--- src/rtl/ifetch_queue.sv ---
// Instruction fetch queue: fetches sequential words into a small circular buffer
// that a decode stage drains; a redirect flushes the buffer and restarts fetch.
module ifetch_queue #(
  parameter int               XLEN     = 32,
  parameter int               DEPTH    = 4,
  parameter logic [XLEN-1:0]  RESET_PC = 32'h0000_0000
) (
  input  logic                         clk,
  input  logic                         rst,
  input  logic                         en,
  output logic                         imem_req,
  output logic [XLEN-1:0]              imem_addr,
  input  logic [31:0]                  imem_rdata,
  input  logic                         redirect,
  input  logic [XLEN-1:0]              redirect_pc,
  output logic                         out_valid,
  input  logic                         out_ready,
  output logic [XLEN-1:0]              out_pc,
  output logic [31:0]                  out_instr,
  output logic [$clog2(DEPTH+1)-1:0]   count
);

  localparam int CW = $clog2(DEPTH + 1);
  localparam int PW = $clog2(DEPTH);
  localparam logic [CW-1:0] FULL = CW'(DEPTH);

  logic [XLEN-1:0] fetch_pc;
  logic [PW-1:0]   wr_ptr;
  logic [PW-1:0]   rd_ptr;
  logic [XLEN-1:0] pc_mem    [DEPTH];
  logic [31:0]     instr_mem [DEPTH];
  logic            push;
  logic            pop;

  // A full queue never fetches, even if the head leaves this cycle.
  assign push      = en & ~rst & ~redirect & (count < FULL);
  assign pop       = en & ~rst & ~redirect & out_valid & out_ready;
  assign imem_req  = push;
  assign imem_addr = fetch_pc;
  assign out_valid = (count != '0);
  assign out_pc    = pc_mem[rd_ptr];
  assign out_instr = instr_mem[rd_ptr];

  // NOTE: sequential state uses non-blocking assignment so every register
  // samples the pre-edge values regardless of statement order.
  always_ff @(posedge clk) begin
    if (rst) begin
      fetch_pc <= RESET_PC;
      wr_ptr   <= '0;
      rd_ptr   <= '0;
      count    <= '0;
    end else if (en) begin
      if (redirect) begin
        fetch_pc <= {redirect_pc[XLEN-1:2], 2'b00};
        wr_ptr   <= '0;
        rd_ptr   <= '0;
        count    <= '0;
      end else begin
        if (push) begin
          wr_ptr   <= wr_ptr + PW'(1);
          fetch_pc <= fetch_pc + XLEN'(4);
        end
        if (pop) rd_ptr <= rd_ptr + PW'(1);
        case ({push, pop})
          2'b10:   count <= count + CW'(1);
          2'b01:   count <= count - CW'(1);
          default: count <= count;
        endcase
      end
    end
  end

  // NOTE: the entry storage has no reset; count and pointers alone decide
  // which entries are meaningful, so clearing the array would buy nothing.
  always_ff @(posedge clk) begin
    if (push) begin
      pc_mem[wr_ptr]    <= fetch_pc;
      instr_mem[wr_ptr] <= imem_rdata;
    end
  end

endmodule

--- config.mk ---
export PLATFORM = sky130hd
export DESIGN_NAME = ifetch_queue
export DESIGN_NICKNAME = d
export VERILOG_FILES = /design/src/rtl/ifetch_queue.sv
export SDC_FILE = /design/constraint.sdc
export NUM_CORES = 1
export LEC_CHECK = 0
export CAP_MARGIN = 10
export CELL_PAD_IN_SITES_DETAIL_PLACEMENT = 1
export CELL_PAD_IN_SITES_GLOBAL_PLACEMENT = 1
export CORE_UTILIZATION = 42
export CTS_BUF_LIST = sky130_fd_sc_hd__clkbuf_4
export CTS_CLUSTER_DIAMETER = 100
export DETAILED_ROUTE_END_ITERATION = 6
export MAX_ROUTING_LAYER = met4
export PLACE_DENSITY = 0.86
export SYNTH_ARGS = -nofsm -noshare
export SYNTH_HDL_FRONTEND = slang
export SYNTH_SLANG_ARGS = --single-unit
export TNS_END_PERCENT = 5
--- constraint.sdc ---
create_clock -name clk -period 3.91 [get_ports clk]
set_input_delay 1.173 -clock clk [delete_from_list [all_inputs] [get_ports clk]]
set_output_delay 1.173 -clock clk [all_outputs]
set_load 0.005 [all_outputs]
==> results of run 1 <==
layout make-up:
| class | instances | area, um2 | area share |
|---|---|---|---|
| diodes | 1 | 2.50 | 0.000173 |
| clock buffers | 106 | 796 | 0.0552 |
| clock inverters | 17 | 95.1 | 0.00659 |
| inverters | 8 | 30.0 | 0.00208 |
| multi-input cells | 325 | 2940 | 0.204 |
| flip-flops and latches | 287 | 8240 | 0.571 |
| well taps | 335 | 419 | 0.0291 |
| repair buffers | 185 | 1910 | 0.132 |
Yosys cell counts (all sizes together) (2+ instances only):
library cell,n
a2111oi,2
a211oi,2
a21oi,21
a22o,5
a22oi,10
a311o,2
a31oi,3
a32o,2
and2,8
and3,5
buf,14
clkbuf,24
dfxtp,39
edfxtp,248
ha,5
inv,7
mux4,62
nand2,35
nand2b,5
nand3,21
nand3b,3
nand4,18
nor2,36
nor3,13
nor3b,2
nor4,4
o211ai,4
o21ai,19
o221ai,2
o22ai,6
o311ai,3
o41ai,2
or3,5
or4,2
xor2,4
registers in the layout, indices dropped and copies added, names as in the netlist, named ones only:
signal	count
imem_addr	30
count	3
rd_ptr	2
wr_ptr	2
pc_mem	120
instr_mem	128
power by group:
part           switching, uW  leakage [uW]  internal (uW)  total (uW)
clock                   1150      0.000536           1300        2450
combinational            143       0.00152            182         325
sequential              59.1       0.00257           3370        3430
layout by cell type (no fill, tap or decap), types with 10 or more instances in the layout:
master	instances
sky130_fd_sc_hd__dfxtp_1	37
sky130_fd_sc_hd__nand4_1	18
sky130_fd_sc_hd__buf_4	13
sky130_fd_sc_hd__o21ai_0	18
sky130_fd_sc_hd__a21oi_1	21
sky130_fd_sc_hd__mux4_2	62
sky130_fd_sc_hd__nand2_1	35
sky130_fd_sc_hd__clkinv_1	12
sky130_fd_sc_hd__nand3_1	20
sky130_fd_sc_hd__nor3_1	11
sky130_fd_sc_hd__a22oi_1	10
sky130_fd_sc_hd__clkbuf_4	106
sky130_fd_sc_hd__nor2_1	36
sky130_fd_sc_hd__edfxtp_1	248
sky130_fd_sc_hd__clkdlybuf4s50_1	163
worst min-delay path by stage:
stage | start | to | slack [ns] | cells past startpoint
after floorplan | wr_ptr[1] | wr_ptr[1] | 0.46 | 2
after global placement | wr_ptr[1] | wr_ptr[1] | 0.48 | 2
after detailed placement | wr_ptr[1] | wr_ptr[1] | 0.52 | 2
after CTS | wr_ptr[1] | wr_ptr[1] | 0.52 | 2
after global routing | wr_ptr[1] | wr_ptr[1] | 0.55 | 2
final | wr_ptr[1] | wr_ptr[1] | 0.52 | 2
layer usage:
layer,share of wire,up-vias
li1,-,3142
met1,0.42,3606
met2,0.50,273
met3,0.062,52
met4,0.022,0
met5,0,-
through the flow:
stage / hold WS, ns / worst slack, ns / cell area [um2]
6_report: 0.523 / 0.0458 / 14400
5_1_grt: 0.551 / 0.000553 / 14400
4_1_cts: 0.524 / 0.0466 / 14400
3_5_place_dp: 0.517 / 0.0531 / 13500
3_3_place_gp: 0.482 / 0.0614 / 13500
2_1_floorplan: 0.465 / 0.0157 / 11400
cells by family (layout without fill, tap and decap cells):
| group | count (synthesis) | after routing |
|---|---|---|
| adders and majority gates | 6 | 6 |
| xor gates and xnor gates | 4 | 4 |
| other | 1 | 5 |
| DFF | 287 | 287 |
| muxes | 63 | 63 |
| AOI/OAI and AO/OA | 89 | 89 |
| and+or+nand+nor | 159 | 159 |
| buffers and inverters | 46 | 316 |
worst max-delay path, delay by kind of cell:
family        cells  cell delay (ns)
buf+inv           3             1.01
simple gates      2             0.52
==> impl.org, run 1 <==
** Run status
- Status :: finished, violations left
- The final reports fail on design-rule violations.

** Yosys
- After synthesis the cells add up to 11,300 um2.
- Post-synthesis async set-or-reset flop share :: 0
- After synthesis, the largest family of logic cells by area is multiplexers.
- Cell variety after synth :: 55
- Of the post-synthesis cell area, the part taken by muxes is 0.124.
- Synthesis produced 655 cells.
- Area contributors post-synth :: sky130_fd_sc_hd__edfxtp_1, sky130_fd_sc_hd__mux4_2, sky130_fd_sc_hd__dfxtp_1, sky130_fd_sc_hd__nor2_1, sky130_fd_sc_hd__nand2_1
- EDFF count, synth :: 248
- A synthesized cell averages 17.3 um2.
- The most used flip-flop cell after synthesis is sky130_fd_sc_hd__edfxtp_1.
- Post-synth top area cell :: sky130_fd_sc_hd__edfxtp_1
- Share of synthesized cell area in and, or, nand and nor gates :: 0.0706
- Of the total synthesized cell area, the portion taken by XOR and XNOR cells is 0.00309.
- Of the post-synthesis cell area, the dominant cell type holds 0.656.
- The fraction of the mapped netlist area in compound gates was 0.0520.
- Number of warning messages in the yosys log :: 0
- The synthesized design contains 287 register bits.
- Post-Synth Adder-Cell Area :: 0.00728
- Of the synthesized area, sequential elements account for 0.725.

** Worst setup path
- In this run the register-to-register setup slack is 1.30 ns.
- Destination of the worst register-to-register timing path :: imem_addr[28]
- The largest single stage delay on the critical path is 0.50 ns.
- The setup path with the least slack is of type in -> out.
- Largest fanout on the critical path :: 2
- The worst register-to-register path has a depth of 5.
- Crit path launch :: rst
- Worst endpoint required time :: 2.74 ns
- Ordered cell list for the critical path :: clkdlybuf4s50_1, nand2b_1, or3_1, inv_2, clkdlybuf4s50_1
- In this design, the critical path's most frequently occurring cell is sky130_fd_sc_hd__clkdlybuf4s50_1.
- The worst setup path is launched from an input pin.
- Category of the worst setup path capture point :: output port
- The slowest stage of the critical path is the sky130_fd_sc_hd__clkdlybuf4s50_1 cell.
- The startpoint identified for the worst register-to-register timing path is imem_addr[3].
- Worst setup path end :: imem_req
- Arr. time, crit path :: 2.69 ns

** Route
- Total iterations of the first detailed-routing run :: 7
- After detailed routing, the total wire length is 27.6 mm.
- Post-route ant nets :: 0
- After detailed routing, the average wire length per cell comes to 21.8 um.
- DRC errors left :: 7
- Routed vias/inst :: 5.60
- Vias after detailed routing :: 7,073
- Number of DRC markers after the initial detailed-route iteration :: 614

** Timing
- Setup violations remaining at the end of the flow were counted as 0.
- The number of pins with negative max-slew slack in the final report was 0.
- The final-report hold violation count was 0.
- Setup repair after global routing left no endpoint under its margin.
- Pin slew with the least headroom to its limit :: 0.832 ns
- Top achievable clock speed :: 0.259 GHz
- Final period util :: 0.988
- Clock skew on the completed layout was measured at 0.0262 ns.
- Headroom to the max-slew limit came out at 0.440.
- Fin Setup TNS :: 0 ns
- Counting I/O delays and the setup requirement, the final critical path takes 3.86 ns.

** Global routing
- GR Overflow Total :: 0
- The number of global-route vias before repair is 7,524.
- The initial antenna violation count is 1.
- For met1 alone, demand over resource in global routing was 0.263.
- Global-route usage over all layers :: 0.210
- For met2 alone, demand over resource in global routing was 0.339.
- For this run, global-route usage on met3 was measured as 0.0460.
- Entering global routing, the biggest net connects 63 pins.
- Wire length of the first global-routing pass :: 42.7 mm
- The global routing stage identified its most utilized layer as met2.

** Final layout
- After the last flow step, the layout net total stands at 956.
- Fraction of layout cells with a size suffix above 1 :: 0.222
- Measured on the finished design, the core utilization comes to 0.549.
- The layout has 2,517 filler cells.
- From synthesis to final layout, the design area changed by 27.1%.
- After the flow finishes, the layout carries non-filler instances totaling 1,264.

** Min path
- Worst min path class :: reg -> reg

** Floorplan
- Die Outline Area :: 27,700 um2
- 170 I/O pins were placed.
- For this configuration, the core starts out at a cell density of 0.432.
- The region available for standard cell placement spans 26,300 um2.
- The floorplan has 59 rows.
- Die boundary width :: 166 um
- Measured along the y axis, the die boundary spans 166 um.

** Clocking
- CTS tree :: done
- Counting the buffers created by CTS gives 74.
- Number of cells upsized or downsized after cts :: 0
- Clock latency on the worst-skew pair :: 0.67 ns
- Counting along the longest clock path gives a buffer depth of 3.
- Root buffer cell :: sky130_fd_sc_hd__clkbuf_4
- In this run, post-CTS hold repair placed 0 buffers.
- Once the clock tree was built, the setup fixing pass inserted 0 buffers.
- Clock Pin Slew Worst Setup and Hold Paths :: 0.05 ns
- Deepest level of the CTS H-tree :: 3
- For this design, the sink count on the clock tree is 287.

** Power
- In this run the power density over the cells is 430 nW/um2.
- Peak supply drop :: 0.000144 V
- Leak pwr :: 0.00462 uW
- Final Power :: 6210 uW

** Placement
- Input/output buffers :: 163
- Routability-driven placement finished with a final weighted congestion of 0.804.
- After detailed placement, the design holds a cell count of 1,140.
- Total half-perimeter wirelength after legalization and detailed placement :: 18.0 mm

** Job
- Max-cap violations in this run came to 0.
Note: power is estimated with default switching activity, not from simulation.
==> run 2, diff against run 1 <==
Settings changed: GPL_ROUTABILITY_DRIVEN set to 0.
==> results of run 2 <==
No change in the layout: final DEF, timing and power equal those of run 1.
